**config.mk**
```make
export PLATFORM = sky130hd
export DESIGN_NAME = password_cracker_array_flat
export DESIGN_NICKNAME = d
export VERILOG_FILES = /design/src/rtl/password_cracker_array_if.sv /design/src/rtl/password_cracker_array.sv /design/src/flat_wrapper.sv
export SDC_FILE = /design/constraint.sdc
export NUM_CORES = 1
export LEC_CHECK = 0
export BUFFER_PORTS_ARGS = -buffer_cell sky130_fd_sc_hd__buf_2
export CAP_MARGIN = 15
export CELL_PAD_IN_SITES_DETAIL_PLACEMENT = 2
export CELL_PAD_IN_SITES_GLOBAL_PLACEMENT = 2
export CORE_UTILIZATION = 39
export CTS_CLUSTER_SIZE = 14
export DETAILED_ROUTE_END_ITERATION = 7
export PLACE_DENSITY_LB_ADDON = 0.1
export SYNTH_ARGS = -nofsm -noshare
export SYNTH_HDL_FRONTEND = slang
export SYNTH_SLANG_ARGS = --single-unit
```
**constraint.sdc**
```tcl
create_clock -name clk -period 4.6 [get_ports clk]
set_input_delay 0.46 -clock clk [delete_from_list [all_inputs] [get_ports clk]]
set_output_delay 0.46 -clock clk [all_outputs]
set_load 0.005 [all_outputs]
```
**src/rtl/password_cracker_array_if.sv**
```systemverilog
// Host-side bundle for the password cracker array:
// start/target in, status and result out.
interface password_cracker_array_if #(
  parameter int PW_LEN = 4,
  parameter int CNT_W  = 32
);
  logic                  start;
  logic [PW_LEN*8-1:0]   password_to_crack;
  logic                  busy;
  logic                  found;
  logic                  done;
  logic [PW_LEN*8-1:0]   found_password;
  logic [5:0]            found_engine;
  logic [CNT_W-1:0]      cycle_count;

  modport master (
    output start,
    output password_to_crack,
    input  busy,
    input  found,
    input  done,
    input  found_password,
    input  found_engine,
    input  cycle_count
  );

  modport slave (
    input  start,
    input  password_to_crack,
    output busy,
    output found,
    output done,
    output found_password,
    output found_engine,
    output cycle_count
  );
endinterface

```
**src/rtl/password_cracker_array.sv**
```systemverilog
// Parallel brute-force password search; each engine
// sweeps one slice of the first-character range.
module password_cracker_array #(
  parameter int NUM_ENGINES  = 9,
  parameter int PW_LEN       = 4,
  parameter int CHARSET_SIZE = 36,
  parameter int CNT_W        = 32
) (
  input  logic clk,
  input  logic rst,
  password_cracker_array_if.slave bus
);
  localparam int IW = 6;
  localparam int PW = PW_LEN * 8;
  localparam int SLICE =
    (CHARSET_SIZE + NUM_ENGINES - 1) / NUM_ENGINES;
  localparam logic [IW-1:0] LAST = IW'(CHARSET_SIZE - 1);

  typedef enum logic [1:0] {
    S_IDLE,
    S_RUN,
    S_DONE
  } state_t;

  state_t                 r_st;
  state_t                 w_st_nxt;
  logic [PW-1:0]          r_target;
  logic [CNT_W-1:0]       r_cnt;
  logic                   r_found;
  logic [PW-1:0]          r_fpw;
  logic [5:0]             r_feng;

  logic                   w_load;
  logic                   w_step;
  logic                   w_any;
  logic [NUM_ENGINES-1:0] w_hit;
  logic [NUM_ENGINES-1:0] w_fin;
  logic [PW-1:0]          w_cand [NUM_ENGINES];
  logic [PW-1:0]          w_pw;
  logic [5:0]             w_win;

  function automatic logic [7:0] idx2asc(
    input logic [IW-1:0] i
  );
    if (i < IW'(26)) return {2'b00, i} + 8'h61;
    return {2'b00, i} + 8'h16;
  endfunction

  assign w_load = bus.start && (r_st != S_RUN);
  assign w_step = (r_st == S_RUN);

  for (genvar e = 0; e < NUM_ENGINES; e++) begin : g_eng
    localparam int LO = e * SLICE;
    localparam int HI_X =
      ((e + 1) * SLICE < CHARSET_SIZE) ?
      (e + 1) * SLICE : CHARSET_SIZE;
    localparam bit EMPTY = (LO >= CHARSET_SIZE);
    localparam logic [IW-1:0] LO_I =
      EMPTY ? '0 : IW'(LO);
    localparam logic [IW-1:0] HI_I =
      EMPTY ? '0 : IW'(HI_X - 1);

    logic [IW-1:0] r_idx [PW_LEN];
    logic [IW-1:0] w_nxt [PW_LEN];
    logic          r_act;
    logic          w_last;
    logic          w_carry;
    logic [PW-1:0] w_str;

    // Candidate string and end-of-slice detection
    always_comb begin
      w_str  = '0;
      w_last = 1'b1;
      for (int c = 0; c < PW_LEN; c++) begin
        w_str[(PW_LEN-1-c)*8 +: 8] = idx2asc(r_idx[c]);
        if (c == 0) begin
          if (r_idx[0] != HI_I) w_last = 1'b0;
        end else begin
          if (r_idx[c] != LAST) w_last = 1'b0;
        end
      end
    end

    // Odometer step, last character fastest
    always_comb begin
      w_nxt   = r_idx;
      w_carry = 1'b1;
      for (int c = PW_LEN - 1; c >= 0; c--) begin
        if (w_carry) begin
          if (r_idx[c] == LAST) begin
            w_nxt[c] = '0;
          end else begin
            w_nxt[c] = r_idx[c] + 1'b1;
            w_carry  = 1'b0;
          end
        end
      end
    end

    // Engine state: load on start, advance while running
    always_ff @(posedge clk or negedge rst) begin
      if (!rst) begin
        r_act <= 1'b0;
        for (int c = 0; c < PW_LEN; c++)
          r_idx[c] <= '0;
      end else if (w_load) begin
        r_act <= !EMPTY;
        for (int c = 0; c < PW_LEN; c++)
          r_idx[c] <= (c == 0) ? LO_I : '0;
      end else if (w_step && r_act) begin
        if (w_last) begin
          r_act <= 1'b0;
        end else begin
          for (int c = 0; c < PW_LEN; c++)
            r_idx[c] <= w_nxt[c];
        end
      end
    end

    assign w_cand[e] = w_str;
    assign w_hit[e]  = r_act && (w_str == r_target);
    assign w_fin[e]  = !r_act || w_last;
  end

  // Lowest-index hit wins
  always_comb begin
    w_any = |w_hit;
    w_win = '0;
    w_pw  = '0;
    for (int e = NUM_ENGINES - 1; e >= 0; e--) begin
      if (w_hit[e]) begin
        w_win = 6'(e);
        w_pw  = w_cand[e];
      end
    end
  end

  // FSM state register
  always_ff @(posedge clk or negedge rst) begin
    if (!rst) r_st <= S_IDLE;
    else      r_st <= w_st_nxt;
  end

  // FSM next-state
  always_comb begin
    w_st_nxt = r_st;
    unique case (r_st)
      S_IDLE, S_DONE: begin
        if (bus.start) w_st_nxt = S_RUN;
      end
      S_RUN: begin
        if (w_any || (&w_fin)) w_st_nxt = S_DONE;
      end
      default: w_st_nxt = S_IDLE;
    endcase
  end

  // Target latch, cycle counter and result capture
  always_ff @(posedge clk or negedge rst) begin
    if (!rst) begin
      r_target <= '0;
      r_cnt    <= '0;
      r_found  <= 1'b0;
      r_fpw    <= '0;
      r_feng   <= '0;
    end else if (w_load) begin
      r_target <= bus.password_to_crack;
      r_cnt    <= '0;
      r_found  <= 1'b0;
      r_fpw    <= '0;
      r_feng   <= '0;
    end else if (w_step) begin
      if (r_cnt != '1) r_cnt <= r_cnt + 1'b1;
      if (w_any) begin
        r_found <= 1'b1;
        r_fpw   <= w_pw;
        r_feng  <= w_win;
      end
    end
  end

  assign bus.busy           = (r_st == S_RUN);
  assign bus.done           = (r_st == S_DONE);
  assign bus.found          = r_found;
  assign bus.found_password = r_fpw;
  assign bus.found_engine   = r_feng;
  assign bus.cycle_count    = r_cnt;
endmodule

```
**src/flat_wrapper.sv**
```systemverilog
// flat-port wrapper written by rule: the top's interface ports become plain ports
module password_cracker_array_flat 
#(
  parameter int NUM_ENGINES  = 9,
  parameter int PW_LEN       = 4,
  parameter int CHARSET_SIZE = 36,
  parameter int CNT_W        = 32
)
  (clk, rst, bus_start, bus_password_to_crack, bus_busy, bus_found, bus_done, bus_found_password, bus_found_engine, bus_cycle_count);
  password_cracker_array_if #(.PW_LEN(PW_LEN), .CNT_W(CNT_W)) bus_i ();
  input  logic clk;
  input  logic rst;
  input wire logic [$bits(bus_i.start)-1:0] bus_start;
  input wire logic [$bits(bus_i.password_to_crack)-1:0] bus_password_to_crack;
  output wire logic [$bits(bus_i.busy)-1:0] bus_busy;
  output wire logic [$bits(bus_i.found)-1:0] bus_found;
  output wire logic [$bits(bus_i.done)-1:0] bus_done;
  output wire logic [$bits(bus_i.found_password)-1:0] bus_found_password;
  output wire logic [$bits(bus_i.found_engine)-1:0] bus_found_engine;
  output wire logic [$bits(bus_i.cycle_count)-1:0] bus_cycle_count;
  assign bus_i.start = bus_start;
  assign bus_i.password_to_crack = bus_password_to_crack;
  assign bus_busy = bus_i.busy;
  assign bus_found = bus_i.found;
  assign bus_done = bus_i.done;
  assign bus_found_password = bus_i.found_password;
  assign bus_found_engine = bus_i.found_engine;
  assign bus_cycle_count = bus_i.cycle_count;
  password_cracker_array #(.NUM_ENGINES(NUM_ENGINES), .PW_LEN(PW_LEN), .CHARSET_SIZE(CHARSET_SIZE), .CNT_W(CNT_W)) u_core (.clk(clk), .rst(rst), .bus(bus_i));
endmodule
```
# After elaboration in Yosys (flattened, before gate mapping)
# Index checks and enable logic that the tools add are counted.
# totals
register_bits,330
latch_bits,0
mem_bits_rw,0
mem_bits_ro,0
elab_cells,769
mem_count,0
# classes
n_addsub,109
mul,0
div_mod_pow,0
order_cmp,36
n_eq_ne,96
shifts,0
mux,339
bitwise,0
reduce_logical,138
# ops
operator,count
24-bit two-way mux,27
8-bit two-way mux,72
32-bit two-way mux,15
6-bit two-way mux,66
"6-bit by 7-bit adder with 8-bit output, second input constant",36
32-bit == test,9
"6-bit by 5-bit adder with 7-bit output, second input constant",36
"6-bit by 1-bit adder with 6-bit output, second input constant",36
"6-bit == test, second input constant",36
"6-bit by 5-bit < comparator with 1-bit output, second input constant",36
"6-bit != test, second input constant",28
1-bit two-way mux,147
2-bit nonzero test,48
3-bit AND reduction,27
2-bit AND reduction,21
4-bit two-way mux,9
"32-bit by 1-bit adder with 32-bit output, second input constant",1
"32-bit != test, second input constant",1
"6-bit by 5-bit != test with 1-bit output, second input constant",4
"2-bit by 1-bit != test with 1-bit output, second input constant",10
1-bit logical AND,19
"6-bit by 4-bit != test with 1-bit output, second input constant",2
1-bit logical OR,10
1-bit zero test,9
11 further kinds,13

# Logic depth before layout (Yosys ltp)
# Gate-level depths: netlist of the first run.
# depth
depth_word,17
depth_mapped,17

# Worst setup path after synthesis of the first run
# No wires, ideal clock.
# synth_timing
kind,register -> register
startpoint,register u_core.g_eng[2].r_idx[7] (netlist bit)
endpoint,"register u_core.r_fpw[0], in the netlist u_core.bus.found_password[0]"
setup_time_ns,0.136
t_arrival_ns,3.647
setup_slack_ns,0.817
stages_incl_launch_ff,14
path_buffers,1
period_less_slack_ns,3.783
path_cell_list,dfrtp_1 -> ha_1 -> nand4_4 -> or4_4 -> and3_1 -> a2111o_1 -> or4_4 -> or4_4 -> buf_2 -> nand2_2 -> o211ai_1 -> a21boi_0 -> o311ai_1 -> o21ai_0
# synth_between
elab_chain_cells,11
word_cells_on_any_way,17
classes_between,add/sub (2); order compare (1); eq/ne (1); mux (9); reduce/logical (4)
# synth_lines
item,line_no,source
"start, declared",password_cracker_array.sv:63,logic [IW-1:0] r_idx [PW_LEN];
"start signal, assigned by index",password_cracker_array.sv:109,r_idx[c] <= (c == 0) ? LO_I : '0;
"start signal, assigned by index",password_cracker_array.sv:115,r_idx[c] <= w_nxt[c];
6-bit by 7-bit adder with 8-bit output or 6-bit by 5-bit < comparator with 1-bit output (tied branches),password_cracker_array.sv:45,"if (i < IW'(26)) return {2'b00, i} + 8'h61;"
8-bit two-way mux or 1-bit two-way mux (tied branches),password_cracker_array.sv:45,
8-bit two-way mux *,password_cracker_array.sv:46,"return {2'b00, i} + 8'h16;"
32-bit == test *,password_cracker_array.sv:121,assign w_hit[e] = r_act && (w_str == r_target);
1-bit logical AND *,password_cracker_array.sv:121,
32-bit two-way mux (3 in a row),password_cracker_array.sv:131,if (w_hit[e]) begin
32-bit two-way mux,password_cracker_array.sv:174,if (w_any) begin
32-bit two-way mux,password_cracker_array.sv:172,end else if (w_step) begin
32-bit two-way mux,password_cracker_array.sv:166,end else if (w_load) begin
"end signal, assigned",password_cracker_array.sv:176,r_fpw <= w_pw;
"end, declared",password_cracker_array.sv:30,logic [PW-1:0] r_fpw;
# Mark *: on every way between the ends. The rest lies on a longest branch, timed or not. The select of a mux whose other input is x is not followed.
# A chain may end at the register's enable or synchronous reset.

# Worst setup path in the final report of the first run
# layout_timing
startpoint,register u_core.g_eng[4].r_idx[12] (netlist bit)
endpoint,"register u_core.r_fpw[6], in the netlist u_core.bus.found_password[6]"
# layout_between
elab_chain_cells,13
word_cells_on_any_way,19
classes_between,add/sub (2); order compare (1); eq/ne (1); mux (11); reduce/logical (4)
# layout_lines
item,line_no
"start, declared",password_cracker_array.sv:63
"start signal, assigned by index",password_cracker_array.sv:109
"start signal, assigned by index",password_cracker_array.sv:115
6-bit by 7-bit adder with 8-bit output or 6-bit by 5-bit < comparator with 1-bit output (tied branches),password_cracker_array.sv:45
8-bit two-way mux or 1-bit two-way mux (tied branches),password_cracker_array.sv:45
8-bit two-way mux *,password_cracker_array.sv:46
32-bit == test *,password_cracker_array.sv:121
1-bit logical AND *,password_cracker_array.sv:121
32-bit two-way mux (5 in a row),password_cracker_array.sv:131
32-bit two-way mux,password_cracker_array.sv:174
32-bit two-way mux,password_cracker_array.sv:172
32-bit two-way mux,password_cracker_array.sv:166
# Marks and branches as above.

==> out/results.ini, run 1 <==
[run_status]
status = completed

[run]
cap_violations = 0

[place]
placed_area_sq_um = 35100
gp_congestion = 1.05
port_buffers = 105
dp_cells = 5331
dp_hpwl_um = 139000

[routing]
drtAntennaViolNets = 0
drc_errors = 0
wl_per_cell_um = 32.8
drt-pass1-iter-count = 6
num_vias = 36200
drtIter0Drc = 3430
viasPerCell = 6.68
wl_um = 178000

[setup_path]
path_delay_family = compound AO/OA/AOI/OAI gates
startpoint = u_core.g_eng[4].r_idx[12]$_DFFE_PN0P_
critPathKind = register to register
crit_fanout = 18
cp_slowest_cell = a21oi_1
crit_path_end_kind = register
path_cells = ha_1, a311oi_1, a21oi_1, xor2_1, a2111o_1, or4_4, or4_1, buf_4, and3_1, a211oi_1, a21o_1, a221o_1, nand2_1
critPathArrivalTime_ns = 5.05
ff2ff_setup_slack_ns = 0.05
path_buf_inv = 1
rr_endpoint = u_core.bus.found_password[6]$_DFFE_PN0P_
r2r_cells = 13
start_kind = register
r2r-start = u_core.g_eng[4].r_idx[12]$_DFFE_PN0P_
cp_slowest_stage_delay_ns = 0.63
crit_required_ns = 5.10

[clock_network]
clk_pin_slew_ns = 0.07
cts_sinks = 328
clk_path_buf_depth = 3
clock_latency_ns = 0.62
htreeDepth = 2
cts-root-buf = clkbuf_16
cts_tree = built
cts-buffers-inserted = 45

[logic_synthesis]
synth_edf_count = 0
ys.warnings.count = 0
yosysSeqAreaShare_pct = 25.5
ys_ff_latch = 328
avgSynthCellArea_sq_um = 7.66
yosys.area.top_type = dfrtp_1
synth_area_leaders = dfrtp_1, o21ai_0, xnor2_1
yosys_most_used_dff = dfrtp_1
synth.top_cell.area_share_pct = 25.5
ys_top_cells_by_count = o21ai_0, nand2_1, dfrtp_1
yosysMostFrequentCell = o21ai_0
postSynthCellCount = 4201
ys_types = 103
synthArstFlopShare_pct = 100
synth_area_sq_um = 32200

[finish]
fin_cells = 5422
fin_nets = 4465
drive_above_1_share_pct = 13.1
design_area_sq_um = 36700
fillCellCount = 9314
syn2layout_area_growth_pct = 14.0

[timing]
worst_pin_slew_ns = 1.13
fmax_mhz = 220
drv_slew = 0
finalCritPeriodShare_pct = 98.9
setup_viol_count_final = 0
finalSetupTns_ns = 0
skew_ns = 0.0172
rsz0062_at_grt = no
relSlewSlack_pct = 24.7
finalHoldViolCount = 0
fin_crit_ns = 4.55

[grt]
grt.total_usage_pct = 41.6
overflow = 0
antenna_found_initial = 11
grt_pass1_vias = 36300
grt_max_degree = 91
grt_pass1_wl_um = 256000

[power_and_ir_drop]
powerDensity_nw_per_um2 = 404
p_leak_nw = 15.4
power_mw = 14.8
ir_drop_mv = 0.354

[worst_hold_path]
hp-class = primary input to register
worstHoldStart = bus_password_to_crack[19]
whs_path_depth = 3
min_delay_worst_endpoint = u_core.r_target[19]$_DFFE_PN0P_

[floorplan]
pin_count = 108
core.rowCount = 104
fp.dieH_um = 289
initial_utilization_pct = 39.7
core_area_sq_um = 81100
die-area_sq_um = 83600
die_w_um = 289

-- layer usage --
layer | GRT usage, % | vias to the layer above | share of wire [%]
li1 | - | 15600 | -
met5 | 0 | - | 0.018
met3 | 8.31 | 416 | 8.8
met1 | 56.0 | 18600 | 42
met4 | 19.6 | 4 | 5.4
met2 | 63.8 | 1538 | 44
-- tightest hold or removal path: stages --
cell and delay (ns):
buf_2 0.07, nand2_1 0.04, nand2_1 0.04
-- where the power goes --
part           internal (mW)  switching, mW  leakage, nW  total [mW]
sequential              3.21          0.970         3.88        4.18
clock                   2.06           1.57        0.734        3.63
combinational           2.52           4.49         10.7        7.01
-- logic make-up after synthesis --
| group | after synthesis | synth area share, % |
|---|---|---|
| xor+xnor | 336 | 9.92 |
| mux | 75 | 2.39 |
| flops | 328 | 25.5 |
| other cells | 1 | 0.0117 |
| fa+ha+maj | 109 | 4.24 |
| compound gates | 1292 | 26.6 |
| simple gates | 1561 | 25.3 |
| buf+inv | 499 | 6.01 |
-- layout make-up --
cell class                      count  area, sq um  share of cell area [%]
Antenna cell                        8         20.0                  0.0546
Clock buffer                       63         1320                    3.61
Clock inverter                     17          146                   0.399
Inverter                          175          657                    1.79
Multi-Input combinational cell   3375        22100                    60.4
Sequential cell                   328         8210                    22.4
Tap cell                         1060         1330                    3.62
Timing Repair Buffer              396         2850                    7.76
-- how the worst max path moves through the flow --
stage	end	slack (ns)	depth (start not counted)
after global placement	u_core.bus.found_password[16]$_DFFE_PN0P_	0.04	13
after detailed placement	u_core.bus.found_password[16]$_DFFE_PN0P_	-0.1	12
after floorplan	u_core.bus.found_password[0]$_DFFE_PN0P_	0.82	13
after global routing	u_core.bus.found_password[0]$_DFFE_PN0P_	0.005	16
final	u_core.bus.found_password[6]$_DFFE_PN0P_	0.05	13
after CTS	u_core.bus.found_password[6]$_DFFE_PN0P_	0.0003	13
-- cell usage in the layout, fill, tap and decap left out, drive strengths merged, types with 28 or more instances in the layout --
cell    Yosys  layout
nor2b     124     124
a311oi     43      43
nor2      269     269
nor3      103     103
nand4      84      84
o31ai     104     104
nand3     133     133
mux2i      61      61
o21ai     446     446
or3        56      56
a31oi      29      29
a21o       51      51
ha        109     109
o21a       37      37
nand2     412     412
nor4       63      63
clkbuf    263      63
xor2       87      87
and3       61      61
o211ai     50      50
a21oi     202     202
xnor2     231     231
o211a      28      28
nand2b     64      64
and2       42      42
buf        61     395
dfrtp     328     328
inv       171     173
-- through the flow --
step	hold WS [ns]	setup slack (ns)	utilization, %
after floorplan	0.164	0.817	-
after global placement	0.470	0.0399	43.3
after detailed placement	0.492	-0.0991	43.3
after CTS	0.0229	0.000290	45.1
after global routing	0.0542	0.00460	45.2
final	0.0476	0.0499	45.2
-- state kept, by name, indices dropped and copies added, names as in the netlist --
signal	count
u_core.bus.cycle_count	32
u_core.bus.found	1
u_core.bus.found_engine	4
u_core.bus.found_password	32
u_core.g_eng.r_act	9
u_core.g_eng.r_idx	216
u_core.r_st	2
u_core.r_target	32
-- repair_timing --
| action | in CTS | in global routing |
|---|---|---|
| buffers inserted | 0 | 2 |
| hold buffers | 1 | 0 |
| endpoints found under the hold margin | 87 | 0 |
| endpoints found under the setup margin | 3 | 20 |
| gates resized for setup | 3 | 22 |
| pin swaps | 0 | 1 |
No activity file was read; power rests on OpenSTA's default activity.
==> run 2: changes to the inputs <==
HOLD_SLACK_MARGIN = 0.12   (was not set)
==> run 2 against run 1 <==
Net effect:
- the flow now finishes with violations (negative setup slack)
- critical path depth unchanged
- sequential share of layout area fell by 0.13 points
- count of clock-buffer cells in the layout stayed put
- fmax decreased by 1.4%
- total power grew 0.20%
- critical endpoint unchanged
==> out/results.ini, run 2 (same netlist as run 1, synthesis figures left out) <==
[finish]
layout_commonest_cell = o21ai_0
fillCellCount = 9289  ; -0.27%
regArea_sq_um = 8210  ; unchanged
drive_above_1_share_pct = 13.0  ; -0.063 points
largest_register = u_core.g_eng.r_idx
multiInputGateArea_sq_um = 22100  ; unchanged
fin_nets = 4486  ; +0.47%
syn2layout_area_growth_pct = 14.6
largest_register_ffs = 216  ; unchanged
layout_common_cells = o21ai_0, nand2_1, dfrtp_1
fin_cells = 5442  ; +0.37%

[setup_path]
rr_endpoint = u_core.bus.found_password[6]$_DFFE_PN0P_
crit_fanout = 18  ; unchanged
crit_required_ns = 5.10  ; about the same
r2r-start = u_core.g_eng[4].r_idx[12]$_DFFE_PN0P_
start_kind = register
critPathArrivalTime_ns = 5.12  ; +0.07 ns
critPathKind = register to register
crit_path_end_kind = register
r2r_cells = 13  ; unchanged
ff2ff_setup_slack_ns = -0.02  ; -0.06 ns

[clock_network]
clk_path_buf_depth = 3  ; unchanged
clk_pin_slew_ns = 0.07  ; about the same
cts-root-buf = clkbuf_16
htreeDepth = 2  ; unchanged
cts_sinks = 328  ; unchanged
clock_latency_ns = 0.62  ; about the same
cts_tree = built
cts-buffers-inserted = 45  ; unchanged

[run_status]
status = finished with violations
failed_checks = negative setup slack

[worst_hold_path]
hp-class = primary input to register
worstHoldStart = bus_password_to_crack[29]
min_delay_worst_endpoint = u_core.r_target[29]$_DFFE_PN0P_
whs_path_depth = 3  ; unchanged

[floorplan]
pin_count = 108  ; unchanged
die_w_um = 289  ; unchanged
fp.dieH_um = 289  ; unchanged
initial_utilization_pct = 39.7  ; unchanged
die-area_sq_um = 83600  ; unchanged
core.rowCount = 104  ; unchanged
core_area_sq_um = 81100  ; unchanged

[place]
dp_cells = 5331  ; unchanged
place_worst_setup_slack_ns = -0.0991  ; unchanged
dp_hpwl_um = 139000  ; unchanged
port_buffers = 105  ; unchanged
gp_congestion = 1.05  ; unchanged

[timing]
finalCritPeriodShare_pct = 100  ; +1.4 points
worst_pin_slew_ns = 1.09  ; -0.0419 ns
relSlewSlack_pct = 26.6  ; +1.8 points
fmax_mhz = 217  ; -1.4%
skew_ns = 0.0164  ; -0.000807 ns
layout_setup_ws_ns = -0.0150  ; -0.0650 ns
fin_crit_ns = 4.62  ; +0.0650 ns
drv_slew = 0  ; unchanged
finalHoldViolCount = 0  ; unchanged
rsz0062_at_grt = no
setup_viol_count_final = 1  ; +1

[power_and_ir_drop]
ir_drop_mv = 0.355  ; +0.18%
powerDensity_nw_per_um2 = 403  ; -0.36%
p_leak_nw = 15.4  ; +0.57%

[grt]
grt_max_degree = 91  ; unchanged
grt_pass1_wl_um = 257000  ; +0.37%
grt_pass1_vias = 36500  ; +0.49%
grt.total_usage_pct = 41.8  ; +0.15 points
antenna_found_initial = 11  ; unchanged
overflow = 0  ; unchanged

[routing]
drtIter0Drc = 3510  ; +2.3%
num_vias = 36300  ; +0.26%
drtAntennaViolNets = 0  ; unchanged
drc_errors = 0  ; unchanged
drt-pass1-iter-count = 6  ; unchanged
viasPerCell = 6.67  ; -0.11%
wl_um = 179000  ; +0.49%
wl_per_cell_um = 32.8  ; +0.13%

[run]
cap_violations = 0  ; unchanged

==> run 2: changes by cell type in the layout (fill, tap and decap cells not counted) <==
cell	previous run	this run
dlygate4sd3_1	1	22
diode_2	8	7
==> run 2: timing repair <==
item,4_1_cts,5_1_grt
hold endpoints to repair,108,0
hold buffers,22,0
setup endpoints to repair,3,20
setup buffers,0,2
pin swaps,0,1
gates resized for setup,3,22
==> run 2: power breakdown <==
group          total (mW)  switching [mW]  internal [mW]  leakage, nW
Clock                3.64            1.58           2.06        0.734
Sequential           4.18           0.963           3.21         3.88
Combinational        7.04            4.50           2.53         10.8
==> run 2: per-layer routing <==
metal | track usage (%) | share of wire [%] | vias up
li1 | - | - | 15600
met1 | 56.2 | 42 | 18700
met2 | 63.9 | 44 | 1571
met3 | 8.11 | 9.1 | 401
met4 | 20.2 | 5.4 | 6
met5 | 0 | 0.023 | -
==> run 2: area by class of cell <==
type,count,share of cell area [%]
clock buffer,63,3.59
inverter,175,1.78
sequential,328,22.3
antenna,7,0.0475
timing repair buffer,417,8.29
multi-input combinational,3375,60.0
tap,1060,3.60
clock inverter,17,0.397
==> run 2: worst max path at each step <==
stage | from | to | slack, ns
after floorplan | u_core.g_eng[2].r_idx[7]$_DFFE_PN0P_ | u_core.bus.found_password[0]$_DFFE_PN0P_ | 0.82
after global placement | u_core.g_eng[7].r_idx[14]$_DFFE_PN0P_ | u_core.bus.found_password[16]$_DFFE_PN0P_ | 0.04
after detailed placement | u_core.g_eng[6].r_idx[19]$_DFFE_PN0P_ | u_core.bus.found_password[16]$_DFFE_PN0P_ | -0.1
after CTS | u_core.g_eng[4].r_idx[8]$_DFFE_PN0P_ | u_core.bus.found_password[6]$_DFFE_PN0P_ | 0.0003
after global routing | u_core.g_eng[7].r_idx[14]$_DFFE_PN0P_ | u_core.bus.found_password[0]$_DFFE_PN0P_ | 0.005
final | u_core.g_eng[4].r_idx[12]$_DFFE_PN0P_ | u_core.bus.found_password[6]$_DFFE_PN0P_ | -0.02
==> run 2: critical path, cell delays in order (launching register included) <==
cell and delay (ns):
dfrtp_1 0.39, ha_1 0.31, a311oi_1 0.06, a21oi_1 0.61, xor2_1 0.13, a2111o_1 0.43, or4_4 0.59, or4_1 0.58
buf_4 0.24, and3_1 0.19, a211oi_1 0.60, a21o_1 0.15, a221o_1 0.15, nand2_1 0.06
==> run 2: stage by stage <==
step / TNS (ns) / instance area [sq um] / power (mW) / hold WS, ns / util [%]
floorplan: 0 / 32200 / 7.53 / 0.164 / -
global placement: 0 / 35100 / 10.6 / 0.470 / 43.3
detailed placement: -0.0991 / 35100 / 10.8 / 0.492 / 43.3
CTS: 0 / 36800 / 14.6 / 0.120 / 45.4
global route: 0 / 36900 / 15.2 / 0.128 / 45.5
finish: -0.0150 / 36900 / 14.9 / 0.129 / 45.5
